--- config.mk ---
export PLATFORM = sky130hd
export DESIGN_NAME = imem_loader_flat
export DESIGN_NICKNAME = d
export VERILOG_FILES = /design/src/rtl/imem_loader_if.sv /design/src/rtl/imem_loader.sv /design/src/flat_wrapper.sv
export SDC_FILE = /design/constraint.sdc
export NUM_CORES = 1
export LEC_CHECK = 0
export ABC_CLOCK_PERIOD_IN_PS = 4300
export CAP_MARGIN = 0
export CORE_UTILIZATION = 57
export DETAILED_ROUTE_END_ITERATION = 10
export GPL_TIMING_DRIVEN = 0
export PLACE_DENSITY = 0.8
export SYNTH_ARGS = -nofsm -noshare
export SYNTH_HDL_FRONTEND = slang
export SYNTH_SLANG_ARGS = --single-unit
--- constraint.sdc ---
create_clock -name clk -period 4.3 [get_ports clk]
set_input_delay 0.645 -clock clk [delete_from_list [all_inputs] [get_ports clk]]
set_output_delay 0.645 -clock clk [all_outputs]
set_load 0.02 [all_outputs]
--- src/rtl/imem_loader_if.sv ---
// ---------------------------------------------------------------------------
// imem_loader_if
//   Bundles the signals between a program-loader and its surroundings.
//   The slave side is the loader itself; the master side is whoever feeds the
//   byte stream and observes the instruction-memory bus and status.
//
//   start     master->slave  begin a load (one-cycle pulse)
//   in_data   master->slave  stream byte
//   in_valid  master->slave  in_data valid
//   in_ready  slave->master  loader accepts a byte this cycle
//   im_we     slave->master  instruction-memory write strobe (one pulse per word)
//   im_addr   slave->master  instruction-memory word address
//   im_wdata  slave->master  instruction-memory write data
//   cpu_rst   slave->master  1 = hold the MIPS core in reset
//   done      slave->master  load finished with a good checksum
//   err       slave->master  load failed (bad checksum or length overflow)
// ---------------------------------------------------------------------------
interface imem_loader_if #(
  parameter int ADDR_W = 10
);
  logic              start;
  logic [7:0]        in_data;
  logic              in_valid;
  logic              in_ready;
  logic              im_we;
  logic [ADDR_W-1:0] im_addr;
  logic [31:0]       im_wdata;
  logic              cpu_rst;
  logic              done;
  logic              err;

  modport master (
    output start, in_data, in_valid,
    input  in_ready, im_we, im_addr, im_wdata, cpu_rst, done, err
  );

  modport slave (
    input  start, in_data, in_valid,
    output in_ready, im_we, im_addr, im_wdata, cpu_rst, done, err
  );
endinterface

--- src/rtl/imem_loader.sv ---
// ---------------------------------------------------------------------------
// imem_loader
//   Hardware program loader for the single-cycle MIPS core. Consumes a byte
//   stream of the form
//     N[15:8] N[7:0] { w[31:24] w[23:16] w[15:8] w[7:0] } x N  checksum
//   writes each big-endian word to instruction memory at word address 0..N-1,
//   and keeps the core in reset until the trailing XOR checksum (over the data
//   bytes only) matches.
//
//   clk   system clock, rising edge
//   rst   asynchronous, active-high reset
//   bus   imem_loader_if slave modport (stream in, IM write bus, status out)
//
//   ADDR_W  IM word-address width; capacity is 2**ADDR_W words (ADDR_W <= 16)
// ---------------------------------------------------------------------------
module imem_loader #(
  parameter int ADDR_W = 10
) (
  input  logic          clk,
  input  logic          rst,
  imem_loader_if.slave  bus
);

  typedef enum logic [2:0] {
    S_IDLE   = 3'd0,
    S_LEN_HI = 3'd1,
    S_LEN_LO = 3'd2,
    S_DATA   = 3'd3,
    S_CHECK  = 3'd4,
    S_DONE   = 3'd5,
    S_ERROR  = 3'd6
  } state_t;

  // Largest legal length; widened by one bit so 2**16 would still fit.
  localparam logic [16:0] CAPACITY = 17'(2 ** ADDR_W);

  // Running XOR checksum step.
  function automatic logic [7:0] csum_step(input logic [7:0] csum, input logic [7:0] data);
    return csum ^ data;
  endfunction

  // A length is rejected when it cannot fit in instruction memory.
  function automatic logic len_too_long(input logic [15:0] len);
    return ({1'b0, len} > CAPACITY);
  endfunction

  state_t            state_r, state_s;
  logic [15:0]       len_r, len_s;
  logic [15:0]       word_cnt_r, word_cnt_s;
  logic [1:0]        byte_cnt_r, byte_cnt_s;
  logic [23:0]       shift_r, shift_s;
  logic [7:0]        csum_r, csum_s;

  logic              in_ready_r, in_ready_s;
  logic              im_we_r, im_we_s;
  logic [ADDR_W-1:0] im_addr_r, im_addr_s;
  logic [31:0]       im_wdata_r, im_wdata_s;
  logic              cpu_rst_r, cpu_rst_s;
  logic              done_r, done_s;
  logic              err_r, err_s;

  logic              take_s;
  logic [15:0]       len_full_s;
  logic              last_word_s;

  // A byte moves only when the registered ready and the source's valid coincide.
  assign take_s      = bus.in_valid & in_ready_r;
  assign len_full_s  = {len_r[15:8], bus.in_data};
  assign last_word_s = (word_cnt_r == (len_r - 16'd1));

  // Next-state, datapath and registered-output values.
  always_comb begin
    state_s    = state_r;
    len_s      = len_r;
    word_cnt_s = word_cnt_r;
    byte_cnt_s = byte_cnt_r;
    shift_s    = shift_r;
    csum_s     = csum_r;
    im_we_s    = 1'b0;
    im_addr_s  = im_addr_r;
    im_wdata_s = im_wdata_r;

    case (state_r)
      S_IDLE, S_DONE, S_ERROR: begin
        // start restarts a load; counters and checksum begin fresh.
        if (bus.start) begin
          state_s    = S_LEN_HI;
          len_s      = 16'd0;
          word_cnt_s = 16'd0;
          byte_cnt_s = 2'd0;
          shift_s    = 24'd0;
          csum_s     = 8'd0;
        end else begin
          state_s = state_r;
        end
      end

      S_LEN_HI: begin
        if (take_s) begin
          len_s   = {bus.in_data, 8'd0};
          state_s = S_LEN_LO;
        end else begin
          state_s = S_LEN_HI;
        end
      end

      S_LEN_LO: begin
        if (take_s) begin
          len_s = len_full_s;
          if (len_full_s == 16'd0) begin
            state_s = S_CHECK;
          end else if (len_too_long(len_full_s)) begin
            state_s = S_ERROR;
          end else begin
            state_s = S_DATA;
          end
        end else begin
          state_s = S_LEN_LO;
        end
      end

      S_DATA: begin
        if (take_s) begin
          csum_s = csum_step(csum_r, bus.in_data);
          if (byte_cnt_r == 2'd3) begin
            // Fourth byte completes the word; write it on the next cycle.
            im_we_s    = 1'b1;
            im_addr_s  = word_cnt_r[ADDR_W-1:0];
            im_wdata_s = {shift_r, bus.in_data};
            byte_cnt_s = 2'd0;
            shift_s    = 24'd0;
            word_cnt_s = word_cnt_r + 16'd1;
            if (last_word_s) begin
              state_s = S_CHECK;
            end else begin
              state_s = S_DATA;
            end
          end else begin
            shift_s    = {shift_r[15:0], bus.in_data};
            byte_cnt_s = byte_cnt_r + 2'd1;
          end
        end else begin
          state_s = S_DATA;
        end
      end

      S_CHECK: begin
        if (take_s) begin
          if (bus.in_data == csum_r) begin
            state_s = S_DONE;
          end else begin
            state_s = S_ERROR;
          end
        end else begin
          state_s = S_CHECK;
        end
      end

      default: begin
        state_s = S_IDLE;
      end
    endcase

    // Status outputs are a pure function of the state being entered, so they
    // change exactly one cycle after the event that caused the transition.
    in_ready_s = (state_s == S_LEN_HI) || (state_s == S_LEN_LO) ||
                 (state_s == S_DATA)   || (state_s == S_CHECK);
    cpu_rst_s  = (state_s != S_DONE);
    done_s     = (state_s == S_DONE);
    err_s      = (state_s == S_ERROR);
  end

  // State, datapath and output registers.
  always_ff @(posedge clk or posedge rst) begin
    if (rst) begin
      state_r    <= S_IDLE;
      len_r      <= 16'd0;
      word_cnt_r <= 16'd0;
      byte_cnt_r <= 2'd0;
      shift_r    <= 24'd0;
      csum_r     <= 8'd0;
      in_ready_r <= 1'b0;
      im_we_r    <= 1'b0;
      im_addr_r  <= '0;
      im_wdata_r <= 32'd0;
      cpu_rst_r  <= 1'b1;
      done_r     <= 1'b0;
      err_r      <= 1'b0;
    end else begin
      state_r    <= state_s;
      len_r      <= len_s;
      word_cnt_r <= word_cnt_s;
      byte_cnt_r <= byte_cnt_s;
      shift_r    <= shift_s;
      csum_r     <= csum_s;
      in_ready_r <= in_ready_s;
      im_we_r    <= im_we_s;
      im_addr_r  <= im_addr_s;
      im_wdata_r <= im_wdata_s;
      cpu_rst_r  <= cpu_rst_s;
      done_r     <= done_s;
      err_r      <= err_s;
    end
  end

  assign bus.in_ready = in_ready_r;
  assign bus.im_we    = im_we_r;
  assign bus.im_addr  = im_addr_r;
  assign bus.im_wdata = im_wdata_r;
  assign bus.cpu_rst  = cpu_rst_r;
  assign bus.done     = done_r;
  assign bus.err      = err_r;

endmodule

--- src/flat_wrapper.sv ---
// flat-port wrapper written by rule: the top's interface ports become plain ports
module imem_loader_flat 
#(
  parameter int ADDR_W = 10
)
  (clk, rst, bus_start, bus_in_data, bus_in_valid, bus_in_ready, bus_im_we, bus_im_addr, bus_im_wdata, bus_cpu_rst, bus_done, bus_err);
  imem_loader_if #(.ADDR_W(ADDR_W)) bus_i ();
  input  logic clk;
  input  logic rst;
  input wire logic [$bits(bus_i.start)-1:0] bus_start;
  input wire logic [$bits(bus_i.in_data)-1:0] bus_in_data;
  input wire logic [$bits(bus_i.in_valid)-1:0] bus_in_valid;
  output wire logic [$bits(bus_i.in_ready)-1:0] bus_in_ready;
  output wire logic [$bits(bus_i.im_we)-1:0] bus_im_we;
  output wire logic [$bits(bus_i.im_addr)-1:0] bus_im_addr;
  output wire logic [$bits(bus_i.im_wdata)-1:0] bus_im_wdata;
  output wire logic [$bits(bus_i.cpu_rst)-1:0] bus_cpu_rst;
  output wire logic [$bits(bus_i.done)-1:0] bus_done;
  output wire logic [$bits(bus_i.err)-1:0] bus_err;
  assign bus_i.start = bus_start;
  assign bus_i.in_data = bus_in_data;
  assign bus_i.in_valid = bus_in_valid;
  assign bus_in_ready = bus_i.in_ready;
  assign bus_im_we = bus_i.im_we;
  assign bus_im_addr = bus_i.im_addr;
  assign bus_im_wdata = bus_i.im_wdata;
  assign bus_cpu_rst = bus_i.cpu_rst;
  assign bus_done = bus_i.done;
  assign bus_err = bus_i.err;
  imem_loader #(.ADDR_W(ADDR_W)) u_core (.clk(clk), .rst(rst), .bus(bus_i));
endmodule
==> results of run 1 <==
==> state kept, by name (all words and copies together), names as in the netlist <==
register / flops
u_core.bus.im_we: 1
u_core.csum_r: 8
u_core.bus.im_addr: 10
u_core.bus.cpu_rst: 1
u_core.word_cnt_r: 16
u_core.bus.im_wdata: 32
u_core.bus.err: 1
u_core.byte_cnt_r: 2
u_core.bus.done: 1
u_core.shift_r: 24
u_core.bus.in_ready: 1
u_core.len_r: 16
u_core.state_r: 3
==> critical path: cells and delay by family <==
family                 cells  cell delay (ns)
and+or+nand+nor            7             1.83
buffers and inverters      2             0.66
AOI/OAI and AO/OA          1             0.16
==> final timing paths <==
| path | end | cells past startpoint |
|---|---|---|
| worst max-delay path | u_core.word_cnt_r[12] | 10 |
| worst min-delay path | u_core.shift_r[18] | 2 |
| worst max register to register | u_core.bus.in_ready | 10 |
| worst min register to register | u_core.shift_r[18] | 2 |
| max in group asynchronous | u_core.bus.cpu_rst | 3 |
| min in group asynchronous | u_core.bus.im_we | 2 |
==> routing by layer <==
metal	GRT usage, %	vias up	share of wire (%)
met5	0	-	0
met4	13.3	0	2.4
met1	35.9	2371	42
li1	-	2359	-
met2	49.7	148	50
met3	7.25	33	5.0
==> stage by stage <==
stage / TNS [ns] / std cells / setup WS [ns]
floorplan: 0 / 664 / 0.584
global placement: -101.58 / 853 / -0.893
detailed placement: 0 / 854 / 0.966
CTS: 0 / 886 / 1.48
global route: 0 / 886 / 1.27
finish: 0 / 886 / 1.44
==> layout by cell type, fill, tap and decap left out, drive strengths merged, types with 14 or more instances in the layout <==
cell	count
clkdlybuf4s50	56
clkbuf	48
nor2	33
nand2b	22
o21ai	44
nand2	233
xor2	20
xnor2	14
nor4	14
dfrtp	115
nand3	29
==> cell type report <==
class	instances	area (sq um)
flip-flops and latches	116	2900
inverters	11	43.8
repair buffers	57	588
multi-input cells	497	2580
plain buffers	40	174
fillers	717	2660
well taps	133	166
clock inverters	12	176
clock buffers	20	445
==> kinds of logic after synthesis <==
family / Yosys count / synth area share (%)
compound gates: 75 / 7.71
buf+inv: 51 / 3.78
simple gates: 382 / 30.9
fa+ha+maj: 3 / 0.659
flops: 116 / 51.0
mux: 2 / 0.373
xor+xnor: 35 / 5.62
==> power by group <==
part	internal [W]	switching, W
clock	0.000973	0.000512
sequential	0.00129	0.000157
combinational	0.000589	0.000964
total	0.00285	0.00163
==> results.ini, run 1 <==
[detailed_routing]
route.detailed.drc=1
vias=4911
vias_per_cell=5.54
drt-total-wl_um=13900
drt_iter0_markers=181
wl_per_cell_um=15.6
antenna_left=0
firstDrtPassIters=8

[setup_path]
worstReg2RegStart=u_core.len_r[0]
crit_type=in2reg
cp_max_fo=8
slowest_stage=clkdlybuf4s50_1
worstSetupStartpointType=input pin
arrival_ns=3.30
crit_chain=clkdlybuf4s50_1 -> nand2_1 -> nor2_2 -> nand4_2 -> inv_2 -> nor2_2 -> or3_4 -> or2_4 -> or3_1 -> a21oi_1
cp-end-kind=flip-flop
crit_start=bus_in_valid
reg2reg_slack_ns=1.53
path_common_cell=nor2_2
crit_required_ns=4.74
crit_path_max_incr_delay_ns=0.48

[clock_tree]
cts_buffers=17
cts_tree=done
clockBufferDepth=2
cts.hold.buffers_added=0
htreeDepth=4
cts_setup_buffers=0
clock-sinks=116
cts_root_buffer=clkbuf_8
clk_latency_ns=0.53
clk_pin_slew_ns=0.06
cts_resized=0

[yosys]
ys_warn_count=0
yosys-top-cells-count=nand2_1, dfrtp_1, o21ai_0, nor2_1, nand3_1
synth.area.top_cells=dfrtp_1, nand2_1, o21ai_0
synth_top_area_share_pct=50.5
synth-edff-count=0
async_flop_share_pct=100
yosys.area.top_type=dfrtp_1
syn_inst=664
synth_cell_type_count=59
seq_area_frac_synth_pct=51.0
syn_area_sq_mm=0.00570
synth_fp_nets=679
avgSynthCellArea_sq_um=8.58
yosysMostFrequentCell=nand2_1
synth.ff_latch_count=116
synthFlopType=dfrtp_1

[run_status]
status=complete, but fails checks
violations=DRC

[die]
die_area_sq_mm=0.0104
num_io_pins=59
initial_core_util_pct=58.5
die_y_um=102
coreArea_sq_mm=0.00973
die_w_um=102
rows=36

[sta]
layout_min_cycle_time_ns=2.86
timing.fmax_mhz=350
finalCritPeriodShare_pct=66.5
maxSlewViolCount=0
hold_slack_ns=0.470
max_slew_margin_pct=48.8
worst_pin_slew_ns=0.746
setup_violations=0
finClkSkew_ns=0.00988
rsz0062_at_grt=false
hold_violations=0

[power]
ir_worst_vdd_uv=427
p_total_w=0.00448
power_density_mw_per_mm2=633
leakage_nw=3.40

[cells_and_area]
antenna_cells=0
fin_area_sq_mm=0.00707
fin_nets=755
fin_util_pct=72.7
layout-drive-gt1-share_pct=7.84
area_delta_synth_final_pct=24.2

[global_route]
gr-total-overflow=0
grt_use_total_pct=29.5
grt_max_degree=74
grt_pass1_vias=4701
grt_pass1_wl_um=23000
grt_antenna_before_repair=0

[hold_path]
hold_start=u_core.shift_r[18]
hp-class=reg2reg

[placed_design]
dp_hpwl_um=9400
routabilityCongestion=0.871
portBuffers=56
place_area_sq_mm=0.00645

[job]
maxCapViolations=0

No activity file was read; power rests on OpenSTA's default activity.
==> run 2: changes to the inputs <==
ABC_CLOCK_PERIOD_IN_PS = 2300   (was 4300)
CORE_UTILIZATION = 51   (was 57)
PLACE_DENSITY = 0.76   (was 0.8)
clock period = 2.3 ns   (was 4.3 ns; I/O delays follow)
==> results.ini, run 2 (synthesis results as in run 1) <==
[run_status]
status=complete, but fails checks  ; unchanged
violations=setup timing  ; was DRC

[power]
combPwrFrac_pct=41.7  ; was 34.6%
power_switching_share_pct=37.4  ; was 36.4%
p_total_w=0.00912  ; was 0.00448 W
ir_worst_vdd_uv=757  ; was 427 uV
leakage_nw=3.57  ; was 3.40 nW
pwr-share-clk_pct=28.0  ; was 33.1%
power_switching_w=0.00341  ; was 0.00163 W
internal_power_w=0.00571  ; was 0.00285 W
p_seq_share_pct=30.3  ; was 32.2%
power_density_mw_per_mm2=1210  ; was 633 mW/mm^2

[cells_and_area]
largest_reg_flops=32  ; unchanged
antenna_cells=0  ; unchanged
final_common_cell=nand2_1  ; unchanged
area_delta_synth_final_pct=32.0  ; was 24.2%
fin_nets=772  ; was 755
final_cell_mix=nand2_1, dfrtp_1, clkdlybuf4s50_1  ; unchanged
layout-drive-gt1-share_pct=16.9  ; was 7.84%
fin_area_sq_mm=0.00752  ; was 0.00707 sq mm

[sta]
setup_violations=7  ; was 0
finClkSkew_ns=0.00774  ; was 0.00988 ns
rsz0062_at_grt=true  ; was false
finalCritPeriodShare_pct=112
fin_ws_ns=-0.282  ; was 1.44 ns
max_slew_margin_pct=40.2  ; was 48.8%
hold_violations=0  ; unchanged
timing.fmax_mhz=387
layout_min_cycle_time_ns=2.58
hold_slack_ns=0.259  ; was 0.470 ns
maxSlewViolCount=0  ; unchanged
worst_pin_slew_ns=0.894  ; was 0.746 ns

[setup_path]
reg2reg_slack_ns=-0.28  ; was 1.53 ns
rr_worst_depth=10  ; unchanged
arrival_ns=3.00  ; was 3.30 ns
worstSetupStartpointType=flip-flop  ; was input pin
crit_required_ns=2.72  ; was 4.74 ns
cp_max_fo=4  ; was 8
crit_type=reg2reg  ; was in2reg
cp-end-kind=flip-flop  ; unchanged

[clock_tree]
clock-sinks=116  ; unchanged
cts.hold.buffers_added=0  ; unchanged
cts_tree=done  ; unchanged
clk_pin_slew_ns=0.06  ; about the same
cts_root_buffer=clkbuf_8  ; unchanged
cts_buffers=17  ; unchanged
htreeDepth=4  ; unchanged
clk_latency_ns=0.53  ; about the same
clockBufferDepth=2  ; unchanged

[die]
coreArea_sq_mm=0.0108  ; was 0.00973 sq mm
initial_core_util_pct=52.5  ; was 58.5%
die_area_sq_mm=0.0116  ; was 0.0104 sq mm
die_w_um=108  ; was 102 um
rows=38  ; was 36
die_y_um=108  ; was 102 um
num_io_pins=59  ; unchanged

[placed_design]
routabilityCongestion=0.873  ; was 0.871
dp_hpwl_um=9570  ; was 9400 um
place_area_sq_mm=0.00648  ; was 0.00645 sq mm
portBuffers=56  ; unchanged

[global_route]
grtUsageMet2_pct=45.1  ; was 49.7%
grt_pass1_wl_um=23800  ; was 23000 um
top_usage_layer=met2  ; unchanged
grt_use_met3_pct=7.99  ; was 7.25%
grt_use_total_pct=27.3  ; was 29.5%
grt_max_degree=41  ; was 74
met1_usage_pct=33.6  ; was 35.9%
grt_pass1_vias=4863  ; was 4701
gr-total-overflow=0  ; unchanged
grt_antenna_before_repair=0  ; unchanged

[hold_path]
whs_path_depth=3  ; was 2
hp-class=in2reg  ; was reg2reg

[job]
maxCapViolations=0  ; unchanged

[detailed_routing]
drt-total-wl_um=15100  ; was 13900 um
vias_per_cell=5.57  ; was 5.54
wl_per_cell_um=16.6  ; was 15.6 um
vias=5053  ; was 4911
antenna_left=0  ; unchanged
route.detailed.drc=0  ; was 1
drt_iter0_markers=293  ; was 181
firstDrtPassIters=7  ; was 8

## run 2: power groups by stage
stage	Clock [W]	Sequential [W]	Combinational, W
floorplan	0	0.00275	0.00204
global placement	0	0.00271	0.00276
detailed placement	0	0.00272	0.00286
CTS	0.00258	0.00272	0.00323
global route	0.00267	0.00280	0.00413
finish	0.00255	0.00276	0.00381
## run 2: worst paths after layout
check | start | end
max | u_core.len_r[0] | u_core.bus.done
min | bus_in_data[5] | u_core.bus.im_wdata[5]
max reg2reg | u_core.len_r[0] | u_core.bus.done
min reg2reg | u_core.bus.im_addr[2] | u_core.bus.im_addr[2]
max in group asynchronous | rst | u_core.bus.cpu_rst
min in group asynchronous | rst | u_core.bus.im_wdata[12]
## run 2: critical path, cell delays in order (launching register included)
cell and delay [ns]:
dfrtp_1 0.41, inv_2 0.08, ha_4 0.15, nor4b_4 0.31, nand4b_1 0.22, xnor2_2 0.27
nand3_2 0.13, nor4_4 0.38, o2111a_2 0.33, inv_2 0.06, and2_1 0.13
## run 2: timing repair
item                                   CTS  global route
setup buffers                           10             9
setup endpoints to repair               82            60
pin swaps                               15            26
gates resized for setup                 33            51
endpoints found under the hold margin    0             0
## run 2: through the flow
stage | TNS (ns) | instances | utilization [%] | setup WS (ns)
CTS | -0.341 | 899 | 67.0 | -0.148
detailed placement | -44.97 | 862 | 59.7 | -0.846
global route | -1.80 | 907 | 69.4 | -0.342
finish | -1.28 | 907 | 69.4 | -0.282
floorplan | 0 | 664 | - | 0.0229
global placement | -96.55 | 860 | 59.4 | -0.754
## run 2: final cells by class
cell class,count,area (sq um)
multi-input cells,497,2900
flip-flops and latches,116,2910
well taps,140,175
clock inverters,4,70.1
fillers,798,3320
plain buffers,37,168
clock buffers,25,504
repair buffers,77,747
inverters,11,45.0
## run 2: metal layers
layer	vias up	wire length, um
met5	-	0
met4	0	399
met3	42	844
met2	178	7640
met1	2446	6180
li1	2387	-
